[src/rtl/addsub_pkg.sv]
`default_nettype none
// ============================================================================
//  Module     : addsub_pkg
//  Description: Shared constants for the bit-serial adder/subtractor:
//               controller state encoding and operation-mode codes.
//  Revision   : 1.0 - initial release
// ============================================================================
package addsub_pkg;

    // Controller states
    localparam logic [1:0] IDLE  = 2'd0;
    localparam logic [1:0] SHIFT = 2'd1;
    localparam logic [1:0] DONE  = 2'd2;

    // Operation select
    localparam logic MODE_ADD = 1'b0;
    localparam logic MODE_SUB = 1'b1;

endpackage : addsub_pkg
`default_nettype wire

[src/rtl/fa_cell.sv]
`default_nettype none
// ============================================================================
//  Module     : fa_cell
//  Description: Combinational 1-bit full adder.
//  Ports      : a, b, cin  - addend bits and carry in
//               sum, cout  - sum bit and carry out
//  Revision   : 1.0 - initial release
// ============================================================================
module fa_cell (
    input  logic a,
    input  logic b,
    input  logic cin,
    output logic sum,
    output logic cout
);

    logic half_sum;

    assign half_sum = a ^ b;
    assign sum      = half_sum ^ cin;
    assign cout     = (a & b) | (cin & half_sum);

endmodule : fa_cell
`default_nettype wire

[src/rtl/serial_addsub.sv]
`default_nettype none
// ============================================================================
//  Module     : serial_addsub
//  Description: Bit-serial adder/subtractor. Operands are captured on a start
//               request in IDLE and processed LSB first, one bit per clock,
//               through a single full-adder cell. A one-cycle done pulse marks
//               result, carry/borrow and signed-overflow flags as valid.
//  Ports      : clk       - clock, rising edge
//               reset     - asynchronous active-high reset
//               start     - request, honoured only in IDLE
//               mode      - 0 = a+b, 1 = a-b, sampled with start
//               a, b      - WIDTH-bit operands, sampled with start
//               busy      - high while bits are being processed
//               done      - one-cycle completion pulse
//               result    - sum/difference, held until next accepted start
//               carry_out - add: carry out; sub: 1 = no borrow
//               overflow  - signed overflow
//  Revision   : 1.0 - initial release
// ============================================================================
module serial_addsub
    import addsub_pkg::*;
#(
    parameter int WIDTH = 8
) (
    input  logic             clk,
    input  logic             reset,
    input  logic             start,
    input  logic             mode,
    input  logic [WIDTH-1:0] a,
    input  logic [WIDTH-1:0] b,
    output logic             busy,
    output logic             done,
    output logic [WIDTH-1:0] result,
    output logic             carry_out,
    output logic             overflow
);

    localparam int              CNTW     = $clog2(WIDTH);
    localparam logic [CNTW-1:0] CNT_LAST = CNTW'(WIDTH - 1);

    logic [1:0]       state;
    logic [WIDTH-1:0] a_sr;
    logic [WIDTH-1:0] b_sr;
    logic [CNTW-1:0]  cnt;
    logic             carry;
    logic             c_msb;
    logic             fa_sum;
    logic             fa_cout;

    fa_cell u_fa (
        .a    (a_sr[0]),
        .b    (b_sr[0]),
        .cin  (carry),
        .sum  (fa_sum),
        .cout (fa_cout)
    );

    assign busy = (state == SHIFT);

    always_ff @(posedge clk or posedge reset) begin
        if (reset) begin
            state     <= IDLE;
            a_sr      <= '0;
            b_sr      <= '0;
            cnt       <= '0;
            carry     <= 1'b0;
            c_msb     <= 1'b0;
            done      <= 1'b0;
            result    <= '0;
            carry_out <= 1'b0;
            overflow  <= 1'b0;
        end else begin
            done <= 1'b0;
            case (state)
                IDLE: begin
                    if (start) begin
                        // Subtraction is a + ~b + 1: invert b and seed carry-in with 1.
                        a_sr   <= a;
                        b_sr   <= (mode == MODE_SUB) ? ~b : b;
                        carry  <= mode;
                        cnt    <= '0;
                        result <= '0;
                        state  <= SHIFT;
                    end
                end
                SHIFT: begin
                    result <= {fa_sum, result[WIDTH-1:1]};
                    a_sr   <= {1'b0, a_sr[WIDTH-1:1]};
                    b_sr   <= {1'b0, b_sr[WIDTH-1:1]};
                    carry  <= fa_cout;
                    if (cnt == CNT_LAST) begin
                        // Carry into the MSB is needed for the signed-overflow flag.
                        c_msb <= carry;
                        state <= DONE;
                    end else begin
                        cnt <= cnt + CNTW'(1);
                    end
                end
                DONE: begin
                    done      <= 1'b1;
                    carry_out <= carry;
                    overflow  <= c_msb ^ carry;
                    state     <= IDLE;
                end
                default: begin
                    state <= IDLE;
                end
            endcase
        end
    end

endmodule : serial_addsub
`default_nettype wire

[config.mk]
export PLATFORM = sky130hd
export DESIGN_NAME = serial_addsub
export DESIGN_NICKNAME = d
export VERILOG_FILES = /design/src/rtl/addsub_pkg.sv /design/src/rtl/fa_cell.sv /design/src/rtl/serial_addsub.sv
export SDC_FILE = /design/constraint.sdc
export NUM_CORES = 1
export LEC_CHECK = 0
export CAP_MARGIN = 20
export CORE_AREA = 4 4 66 56
export CTS_BUF_LIST = sky130_fd_sc_hd__clkbuf_4
export DETAILED_ROUTE_END_ITERATION = 10
export DIE_AREA = 0 0 70 60
export GPL_TIMING_DRIVEN = 1
export HOLD_SLACK_MARGIN = 0.08
export PLACE_DENSITY = 0.79
export SYNTH_ARGS = -nofsm -noshare
export SYNTH_HDL_FRONTEND = slang
export SYNTH_SLANG_ARGS = --single-unit
[constraint.sdc]
create_clock -name clk -period 1.8 [get_ports clk]
set_input_delay 0.27 -clock clk [delete_from_list [all_inputs] [get_ports clk]]
set_output_delay 0.27 -clock clk [all_outputs]
set_load 0.02 [all_outputs]
==> flow_summary.html, run 1 <==
<table>
<tr><th>Metric</th><th>Value</th></tr>
<tr><th colspan="2">Place</th></tr>
<tr><td>Number of input and output port buffers inserted</td><td>31</td></tr>
<tr><td>Area post-placement</td><td>1910 sq um</td></tr>
<tr><td>Post-DP HPWL</td><td>2.15 mm</td></tr>
<tr><td>Gp weighted congestion</td><td>0.770</td></tr>
<tr><td>Post-place setup slack</td><td>0.258 ns</td></tr>
<tr><th colspan="2">STA</th></tr>
<tr><td>Relative max-transition margin</td><td>0.667</td></tr>
<tr><td>Worst Clk Skew</td><td>0.00325 ns</td></tr>
<tr><td>Post-Route Setup TNS</td><td>0 ns</td></tr>
<tr><td>Period Utilization, post-route</td><td>0.892</td></tr>
<tr><td>Final count of negative-setup-slack endpoints</td><td>0</td></tr>
<tr><td>Hold slack final</td><td>0.340 ns</td></tr>
<tr><td>Number of pins with negative max-slew slack in the final report</td><td>0</td></tr>
<tr><td>Worst Tran Pin Value</td><td>0.498 ns</td></tr>
<tr><td>Final Critical Period</td><td>1.61 ns</td></tr>
<tr><td>Slack of the critical path</td><td>0.195 ns</td></tr>
<tr><td>Unrepaired setup endpoints after global routing</td><td>no</td></tr>
<tr><td>Endpoints failing hold</td><td>0</td></tr>
<tr><td>Highest clock rate</td><td>0.623 GHz</td></tr>
<tr><th colspan="2">CTS</th></tr>
<tr><td>CTS root buf</td><td>sky130_fd_sc_hd__clkbuf_4</td></tr>
<tr><td>Deepest clock path buffer count</td><td>2</td></tr>
<tr><td>H-tree lvl count</td><td>2</td></tr>
<tr><td>Clock transition at the registers of the reported paths</td><td>0.09 ns</td></tr>
<tr><td>TritonCTS clock tree</td><td>yes</td></tr>
<tr><td>Inserted Clock Buffers</td><td>5</td></tr>
<tr><td>Number of clock sinks seen by CTS</td><td>34</td></tr>
<tr><td>Clock insertion delay at the later pin of the skew report</td><td>0.33 ns</td></tr>
<tr><th colspan="2">Global route</th></tr>
<tr><td>Congestion Overflow GR</td><td>0</td></tr>
<tr><td>Global-route usage over all layers</td><td>0.161</td></tr>
<tr><td>Largest net degree at the start of global routing</td><td>35</td></tr>
<tr><td>Global-route wire length before repair</td><td>5.20 mm</td></tr>
<tr><td>Initial antenna violation count</td><td>0</td></tr>
<tr><td>Vias in the first global route</td><td>1170</td></tr>
<tr><th colspan="2">Drt</th></tr>
<tr><td>Detailed Route WL</td><td>2.99 mm</td></tr>
<tr><td>DRC violations left</td><td>0</td></tr>
<tr><td>Starting DRC count in detailed routing</td><td>25</td></tr>
<tr><td>Number of vias per cell after detailed routing</td><td>5.29</td></tr>
<tr><td>DR pass1 iterations</td><td>4</td></tr>
<tr><td>Antenna-violating nets left</td><td>0</td></tr>
<tr><td>Routed wire length per instance</td><td>13.8 um</td></tr>
<tr><td>Vias post-DR</td><td>1147</td></tr>
<tr><th colspan="2">Die</th></tr>
<tr><td>Die boundary width</td><td>70 um</td></tr>
<tr><td>Vertical extent of the die</td><td>60 um</td></tr>
<tr><td>Area of the core</td><td>3020 sq um</td></tr>
<tr><td>Count of standard-cell rows</td><td>18</td></tr>
<tr><td>Die area</td><td>4200 sq um</td></tr>
<tr><td>Effective utilization at floorplan</td><td>0.512</td></tr>
<tr><td>Top-Level Pins</td><td>32</td></tr>
<tr><th colspan="2">Worst setup path</th></tr>
<tr><td>Worst reg2reg setup slack</td><td>0.34 ns</td></tr>
<tr><td>Delay contributed by the slowest stage of the critical path</td><td>0.62 ns</td></tr>
<tr><td>CP cell instances</td><td>clkdlybuf4s50_1</td></tr>
<tr><td>Kind of launch point of the worst setup path</td><td>register</td></tr>
<tr><td>Critical path type</td><td>reg -&gt; out</td></tr>
<tr><td>Crit path max fanout</td><td>3</td></tr>
<tr><td>R2r startpoint</td><td>cnt[0]$_DFFE_PP0P_</td></tr>
<tr><td>Worst path buffer plus inverter count</td><td>1</td></tr>
<tr><td>Endpoint of the lowest-slack register-to-register path</td><td>cnt[0]$_DFFE_PP0P_</td></tr>
<tr><td>Cell type of the slowest stage on the worst timing path</td><td>sky130_fd_sc_hd__clkdlybuf4s50_1</td></tr>
<tr><td>Crit path DAT</td><td>1.34 ns</td></tr>
<tr><td>Worst EP required</td><td>1.53 ns</td></tr>
<tr><td>CP endpoint kind</td><td>output pin</td></tr>
<tr><td>Cell type group with the largest total delay on the critical path</td><td>buffers and inverters</td></tr>
<tr><td>R2R cell count</td><td>5</td></tr>
<tr><th colspan="2">Synthesis</th></tr>
<tr><td>Cell count after synthesis</td><td>141</td></tr>
<tr><td>Dominant cells by area after synthesis</td><td>sky130_fd_sc_hd__dfrtp_1 (55%), sky130_fd_sc_hd__nand2_1 (6.8%), sky130_fd_sc_hd__a22o_1 (5.1%)</td></tr>
<tr><td>Proportion of synthesized chip area in sequential cells</td><td>0.551</td></tr>
<tr><td>Top_reg_cell synth</td><td>sky130_fd_sc_hd__dfrtp_1</td></tr>
<tr><td>Library cells used by synthesis</td><td>25</td></tr>
<tr><td>Synthesized area per cell</td><td>11.0 sq um</td></tr>
<tr><td>Area share of the largest cell type after synthesis</td><td>0.551</td></tr>
<tr><td>Share of async-settable or async-resettable flops after synthesis</td><td>1.00</td></tr>
<tr><td>Nets in the synthesized netlist</td><td>164</td></tr>
<tr><td>Number of synthesized register bits</td><td>34</td></tr>
<tr><td>Number of enable flip-flop cells after synthesis</td><td>0</td></tr>
<tr><td>Count of warnings emitted by yosys</td><td>0</td></tr>
<tr><td>Leading area contributor after synthesis</td><td>sky130_fd_sc_hd__dfrtp_1</td></tr>
<tr><td>Mapped Area</td><td>1540 sq um</td></tr>
<tr><th colspan="2">Final layout</th></tr>
<tr><td>Fraction of final layout cells with drive strength greater than 1</td><td>0.102</td></tr>
<tr><td>Number of nets in the layout</td><td>200</td></tr>
<tr><td>Leading cell type in the layout, fill and taps excluded</td><td>sky130_fd_sc_hd__dfrtp_1</td></tr>
<tr><td>Final std cell area, no fill</td><td>1960 sq um</td></tr>
<tr><td>Commonest cells after routing, fill and taps aside</td><td>sky130_fd_sc_hd__dfrtp_1 (34), sky130_fd_sc_hd__clkdlybuf4s50_1 (30), sky130_fd_sc_hd__nand2_1 (28), sky130_fd_sc_hd__o21ai_0 (13)</td></tr>
<tr><td>Area overhead of the layout relative to synthesis</td><td>27.0%</td></tr>
<tr><td>Total inserted antenna cells</td><td>0</td></tr>
<tr><td>Final cell utilization of the core</td><td>0.650</td></tr>
<tr><th colspan="2">Pwr</th></tr>
<tr><td>Max IR drop VDD</td><td>0.842 mV</td></tr>
<tr><td>Static Leakage</td><td>0.872 nW</td></tr>
<tr><td>Areal power density over the cells</td><td>1600 nW/um^2</td></tr>
<tr><th colspan="2">Status</th></tr>
<tr><td>Result of the run</td><td>finished, final reports clean</td></tr>
<tr><th colspan="2">Job</th></tr>
<tr><td>Max-cap violation count</td><td>0</td></tr>
<tr><th colspan="2">Min path</th></tr>
<tr><td>HP Class</td><td>in -&gt; async</td></tr>
</table>
## flip-flops by register name, summed over array words and instances, names as in the netlist
name,flops
carry_out,1
carry,1
a_sr,8
overflow,1
c_msb,1
cnt,3
done,1
result,8
state,2
b_sr,8
## report_power, final
part	total (mW)	internal (mW)	switching (mW)
clock	0.375	0.140	0.234
combinational	1.46	0.720	0.744
sequential	1.29	1.09	0.198
total	3.13	1.95	1.18
## through the flow
stage / instances / total power, mW
finish: 217 / 3.13
global route: 217 / 3.37
CTS: 217 / 3.17
detailed placement: 210 / 2.80
global placement: 210 / 2.71
floorplan: 141 / 2.27
## tightest hold or removal path: cells and delay by family
family   cells  cell delay, ns
buf+inv      3            0.83
## synth_stat cells, types with 2 or more instances
library cell                n
sky130_fd_sc_hd__a22o_1     9
sky130_fd_sc_hd__buf_2      5
sky130_fd_sc_hd__buf_6      2
sky130_fd_sc_hd__dfrtp_1   34
sky130_fd_sc_hd__ha_1       2
sky130_fd_sc_hd__inv_1      7
sky130_fd_sc_hd__mux2i_1    7
sky130_fd_sc_hd__nand2_1   28
sky130_fd_sc_hd__nand2b_1   2
sky130_fd_sc_hd__nor2_1     2
sky130_fd_sc_hd__nor2b_1    3
sky130_fd_sc_hd__o21ai_0   13
sky130_fd_sc_hd__o221ai_1   7
sky130_fd_sc_hd__xnor2_1    9
## per-layer routing
layer	vias up	GRT usage	share of wire	wire, um
li1	558	-	-	-
met1	558	0.186	0.44	1320
met2	25	0.287	0.50	1490
met3	6	0.0437	0.044	131
met4	0	0.0656	0.017	51
met5	-	0	0	0
## worst max path at each step
stage / slack [ns] / depth (start not counted) / endpoint / from
3_5_place_dp: 0.26 / 3 / b_sr[5]$_DFFE_PP0P_ / mode
2_1_floorplan: 0.46 / 5 / cnt[0]$_DFFE_PP0P_ / cnt[0]$_DFFE_PP0P_
6_report: 0.19 / 1 / result[5] / result[5]$_DFFE_PP0P_
5_1_grt: 0.12 / 1 / result[5] / result[5]$_DFFE_PP0P_
3_3_place_gp: 0.32 / 4 / cnt[0]$_DFFE_PP0P_ / start
4_1_cts: 0.17 / 1 / result[5] / result[5]$_DFFE_PP0P_
## kinds of logic after synthesis
logic type               after synthesis  share of synthesized area
flip-flops                            34                      0.551
buffers and inverters                 16                     0.0543
AO/OA/AOI/OAI                         33                      0.148
XOR/XNOR                               9                     0.0511
AND/OR/NAND/NOR                       37                      0.104
multiplexers                           9                     0.0624
adder cells (fa/ha/maj)                3                     0.0292
## what timing repair did
action                     CTS  global route
setup endpoints to repair    1             0
buffers inserted             0             0
hold buffers                 0             0
gates resized for setup      1             0
## cell type report
class,count,area (sq um)
fill,249,1060
sequential,34,851
multi-input combinational,91,613
timing repair buffer,37,367
tap,40,50.0
clock buffer,5,37.5
inverter,8,32.5
clock inverter,2,10.0
(Power assumes the default switching activity.)
==> inputs of run 2 (changes only) <==
--- a/config.mk
+++ b/config.mk
@@ -13,6 +13,7 @@
 export GPL_TIMING_DRIVEN = 1
 export HOLD_SLACK_MARGIN = 0.08
 export PLACE_DENSITY = 0.79
+export SLEW_MARGIN = 10
 export SYNTH_ARGS = -nofsm -noshare
 export SYNTH_HDL_FRONTEND = slang
 export SYNTH_SLANG_ARGS = --single-unit
==> constraint.sdc (replaced) <==
create_clock -name clk -period 1.8 [get_ports clk]
set_input_delay 0.45 -clock clk [delete_from_list [all_inputs] [get_ports clk]]
set_output_delay 0.45 -clock clk [all_outputs]
set_load 0.02 [all_outputs]
==> run 2 against run 1 <==
  * Via count up 1.3%
  * Register-to-register slack about the same
  * Critical endpoint is now busy
  * Critical path type unchanged
  * Largest cell class unchanged
  * Critical path depth increased by 2
  * Combinational power is essentially flat
  * Fmax fell by 5.9%
  * Clock skew up 0.0061 ns
  * First-iteration DRC count rose to 2.8 times the previous value
  * Global-route usage rose by 0.55 points
  * Clock-buffer cell count unchanged
  * Die area did not move
==> flow_summary.html, run 2 (same netlist as run 1, synthesis figures left out) <==
<table>
<tr><th>Metric</th><th>Value</th></tr>
<tr><th colspan="2">Die</th></tr>
<tr><td>Count of standard-cell rows</td><td>18</td></tr>
<tr><td>Top-Level Pins</td><td>32</td></tr>
<tr><td>Vertical extent of the die</td><td>60 um</td></tr>
<tr><td>Die boundary width</td><td>70 um</td></tr>
<tr><td>Area of the core</td><td>3020 sq um</td></tr>
<tr><td>Effective utilization at floorplan</td><td>0.512</td></tr>
<tr><td>Die area</td><td>4200 sq um</td></tr>
<tr><th colspan="2">Pwr</th></tr>
<tr><td>Areal power density over the cells</td><td>1670 nW/um^2</td></tr>
<tr><td>Internal Power</td><td>2.22 mW</td></tr>
<tr><td>Net switching fraction of the power</td><td>0.350</td></tr>
<tr><td>Combinational cell fraction of total power</td><td>0.423</td></tr>
<tr><td>Sequential share of power</td><td>0.379</td></tr>
<tr><td>Max IR drop VDD</td><td>0.917 mV</td></tr>
<tr><td>Fraction of power consumed by the clock network</td><td>0.197</td></tr>
<tr><td>Static Leakage</td><td>1.03 nW</td></tr>
<tr><td>Net switching power</td><td>1.19 mW</td></tr>
<tr><th colspan="2">STA</th></tr>
<tr><td>Relative max-transition margin</td><td>0.721</td></tr>
<tr><td>Worst Clk Skew</td><td>0.00935 ns</td></tr>
<tr><td>Final Critical Period</td><td>1.71 ns</td></tr>
<tr><td>Highest clock rate</td><td>0.586 GHz</td></tr>
<tr><td>Endpoints failing hold</td><td>0</td></tr>
<tr><td>Final count of negative-setup-slack endpoints</td><td>0</td></tr>
<tr><td>Post-Route Setup TNS</td><td>0 ns</td></tr>
<tr><td>Worst Tran Pin Value</td><td>0.418 ns</td></tr>
<tr><td>Unrepaired setup endpoints after global routing</td><td>no</td></tr>
<tr><td>Number of pins with negative max-slew slack in the final report</td><td>0</td></tr>
<tr><td>Period Utilization, post-route</td><td>0.948</td></tr>
<tr><th colspan="2">Worst setup path</th></tr>
<tr><td>Worst reg2reg setup slack</td><td>0.35 ns</td></tr>
<tr><td>Worst path buffer plus inverter count</td><td>2</td></tr>
<tr><td>Delay contributed by the slowest stage of the critical path</td><td>0.38 ns</td></tr>
<tr><td>CP endpoint kind</td><td>output pin</td></tr>
<tr><td>Kind of launch point of the worst setup path</td><td>register</td></tr>
<tr><td>Cell type of the slowest stage on the worst timing path</td><td>sky130_fd_sc_hd__dfrtp_1</td></tr>
<tr><td>CP cell instances</td><td>nand2b_1 &gt; inv_4 &gt; clkdlybuf4s15_1</td></tr>
<tr><td>Crit path DAT</td><td>1.26 ns</td></tr>
<tr><td>Worst EP required</td><td>1.35 ns</td></tr>
<tr><td>Critical path type</td><td>reg -&gt; out</td></tr>
<tr><td>Cell type group with the largest total delay on the critical path</td><td>flip-flops</td></tr>
<tr><td>Crit path max fanout</td><td>2</td></tr>
<tr><th colspan="2">CTS</th></tr>
<tr><td>Clock insertion delay at the later pin of the skew report</td><td>0.33 ns</td></tr>
<tr><td>TritonCTS clock tree</td><td>yes</td></tr>
<tr><td>Number of clock sinks seen by CTS</td><td>34</td></tr>
<tr><td>Hold buffers post-CTS</td><td>0</td></tr>
<tr><td>Post-CTS setup repair buffer count</td><td>0</td></tr>
<tr><td>Inserted Clock Buffers</td><td>5</td></tr>
<tr><td>Deepest clock path buffer count</td><td>2</td></tr>
<tr><td>Clock transition at the registers of the reported paths</td><td>0.10 ns</td></tr>
<tr><td>H-tree lvl count</td><td>2</td></tr>
<tr><td>CTS root buf</td><td>sky130_fd_sc_hd__clkbuf_4</td></tr>
<tr><th colspan="2">Place</th></tr>
<tr><td>Post-DP HPWL</td><td>2.23 mm</td></tr>
<tr><td>Gp weighted congestion</td><td>0.766</td></tr>
<tr><td>Number of input and output port buffers inserted</td><td>31</td></tr>
<tr><th colspan="2">Global route</th></tr>
<tr><td>Congestion Overflow GR</td><td>0</td></tr>
<tr><td>Largest net degree at the start of global routing</td><td>35</td></tr>
<tr><td>Vias in the first global route</td><td>1232</td></tr>
<tr><td>Global-route wire length before repair</td><td>5.42 mm</td></tr>
<tr><td>Initial antenna violation count</td><td>0</td></tr>
<tr><td>Global-route usage over all layers</td><td>0.166</td></tr>
<tr><th colspan="2">Drt</th></tr>
<tr><td>Antenna-violating nets left</td><td>0</td></tr>
<tr><td>Number of vias per cell after detailed routing</td><td>5.31</td></tr>
<tr><td>Routed wire length per instance</td><td>13.8 um</td></tr>
<tr><td>DR pass1 iterations</td><td>4</td></tr>
<tr><td>Detailed Route WL</td><td>3.03 mm</td></tr>
<tr><td>DRC violations left</td><td>0</td></tr>
<tr><td>Starting DRC count in detailed routing</td><td>70</td></tr>
<tr><td>Vias post-DR</td><td>1162</td></tr>
<tr><th colspan="2">Final layout</th></tr>
<tr><td>Multi-input gate area</td><td>613 sq um</td></tr>
<tr><td>Sequential cell area</td><td>851 sq um</td></tr>
<tr><td>Fraction of final layout cells with drive strength greater than 1</td><td>0.106</td></tr>
<tr><td>Leading registers by flop count</td><td>a_sr: 8 flops, b_sr: 8 flops, result: 8 flops</td></tr>
<tr><td>Area overhead of the layout relative to synthesis</td><td>32.2%</td></tr>
<tr><td>Number of fill cells</td><td>236</td></tr>
<tr><td>Commonest cells after routing, fill and taps aside</td><td>sky130_fd_sc_hd__dfrtp_1 (34), sky130_fd_sc_hd__nand2_1 (28), sky130_fd_sc_hd__clkdlybuf4s50_1 (20), sky130_fd_sc_hd__o21ai_0 (13)</td></tr>
<tr><td>Final cell utilization of the core</td><td>0.676</td></tr>
<tr><td>Leading cell type in the layout, fill and taps excluded</td><td>sky130_fd_sc_hd__dfrtp_1</td></tr>
<tr><td>Number of nets in the layout</td><td>201</td></tr>
<tr><td>Total inserted antenna cells</td><td>0</td></tr>
<tr><th colspan="2">Job</th></tr>
<tr><td>Max-cap violation count</td><td>0</td></tr>
<tr><th colspan="2">Status</th></tr>
<tr><td>Result of the run</td><td>finished, final reports clean</td></tr>
<tr><th colspan="2">Min path</th></tr>
<tr><td>HP Class</td><td>reg -&gt; reg</td></tr>
</table>
## run 2: changes by cell type in the layout (fill, tap and decap cells not counted), sizes merged
cell / previous run / this run
clkinv: 2 / 1
bufinv: 0 / 2
clkdlybuf4s50: 30 / 20
dlygate4sd2: 1 / 2
dlymetal6s2s: 0 / 8
clkdlybuf4s15: 0 / 1
buf: 6 / 7
## run 2: final timing paths
path                                 startpoint                    to  cells after the start
setup / recovery           state[1]$_DFFE_PP0P_                  busy                      3
hold / removal             overflow$_DFFE_PP0P_  overflow$_DFFE_PP0P_                      2
setup reg to reg             cnt[0]$_DFFE_PP0P_    cnt[0]$_DFFE_PP0P_                      5
hold reg to reg            overflow$_DFFE_PP0P_  overflow$_DFFE_PP0P_                      2
max in group asynchronous                 reset    cnt[0]$_DFFE_PP0P_                      3
min in group asynchronous                 reset   a_sr[1]$_DFFE_PP0P_                      3
## run 2: layout make-up
| cell class | count | share of cell area |
|---|---|---|
| Clock buffer | 5 | 0.0184 |
| Timing Repair Buffer | 38 | 0.193 |
| Clock inverter | 3 | 0.0313 |
| Inverter | 8 | 0.0159 |
| Multi-Input combinational cell | 91 | 0.300 |
| Sequential cell | 34 | 0.417 |
| Tap cell | 40 | 0.0245 |
## run 2: what timing repair did
item / 4_1_cts / 5_1_grt
pin swaps: 0 / 0
gates resized for setup: 3 / 9
endpoints found under the setup margin: 3 / 9
## run 2: per-stage QoR
stage / total power, mW / setup slack (ns) / std cells / hold slack, ns / area [sq um]
2_1_floorplan: 2.27 / 0.458 / 141 / 0.449 / 1540
3_3_place_gp: 2.71 / 0.158 / 211 / 0.462 / 1920
3_5_place_dp: 2.80 / 0.127 / 211 / 0.473 / 1920
4_1_cts: 3.45 / 0.0000254 / 219 / 0.498 / 2020
5_1_grt: 3.65 / 0.0189 / 219 / 0.526 / 2040
6_report: 3.41 / 0.0942 / 219 / 0.488 / 2040
## run 2: power by group through the flow
stage | combinational, mW | clock (mW) | sequential [mW]
6_report | 1.44 | 0.674 | 1.30
5_1_grt | 1.59 | 0.727 | 1.34
4_1_cts | 1.47 | 0.688 | 1.30
3_5_place_dp | 1.49 | 0 | 1.31
3_3_place_gp | 1.42 | 0 | 1.29
2_1_floorplan | 0.867 | 0 | 1.40
## run 2: worst reg2reg max path, stage by stage (launching register included)
cell and delay, ns:
sky130_fd_sc_hd__dfrtp_1 0.40, sky130_fd_sc_hd__ha_1 0.20, sky130_fd_sc_hd__ha_1 0.21, sky130_fd_sc_hd__nor2b_1 0.12, sky130_fd_sc_hd__o21ai_1 0.13, sky130_fd_sc_hd__mux2_2 0.29
## run 2: routing by layer
layer / wire length [um] / track usage / vias up
met2: 1550 / 0.297 / 38
met3: 179 / 0.0471 / 7
met4: 46 / 0.0656 / 0
met5: 0 / 0 / -
met1: 1250 / 0.191 / 560
li1: - / - / 557
==> inputs of run 3 (changes only) <==
--- a/config.mk
+++ b/config.mk
@@ -5,7 +5,7 @@
 export SDC_FILE = /design/constraint.sdc
 export NUM_CORES = 1
 export LEC_CHECK = 0
-export CAP_MARGIN = 20
+export CAP_MARGIN = 10
 export CORE_AREA = 4 4 66 56
 export CTS_BUF_LIST = sky130_fd_sc_hd__clkbuf_4
 export DETAILED_ROUTE_END_ITERATION = 10
==> results of run 3 <==
No change in the layout: final DEF, timing and power equal those of run 2.
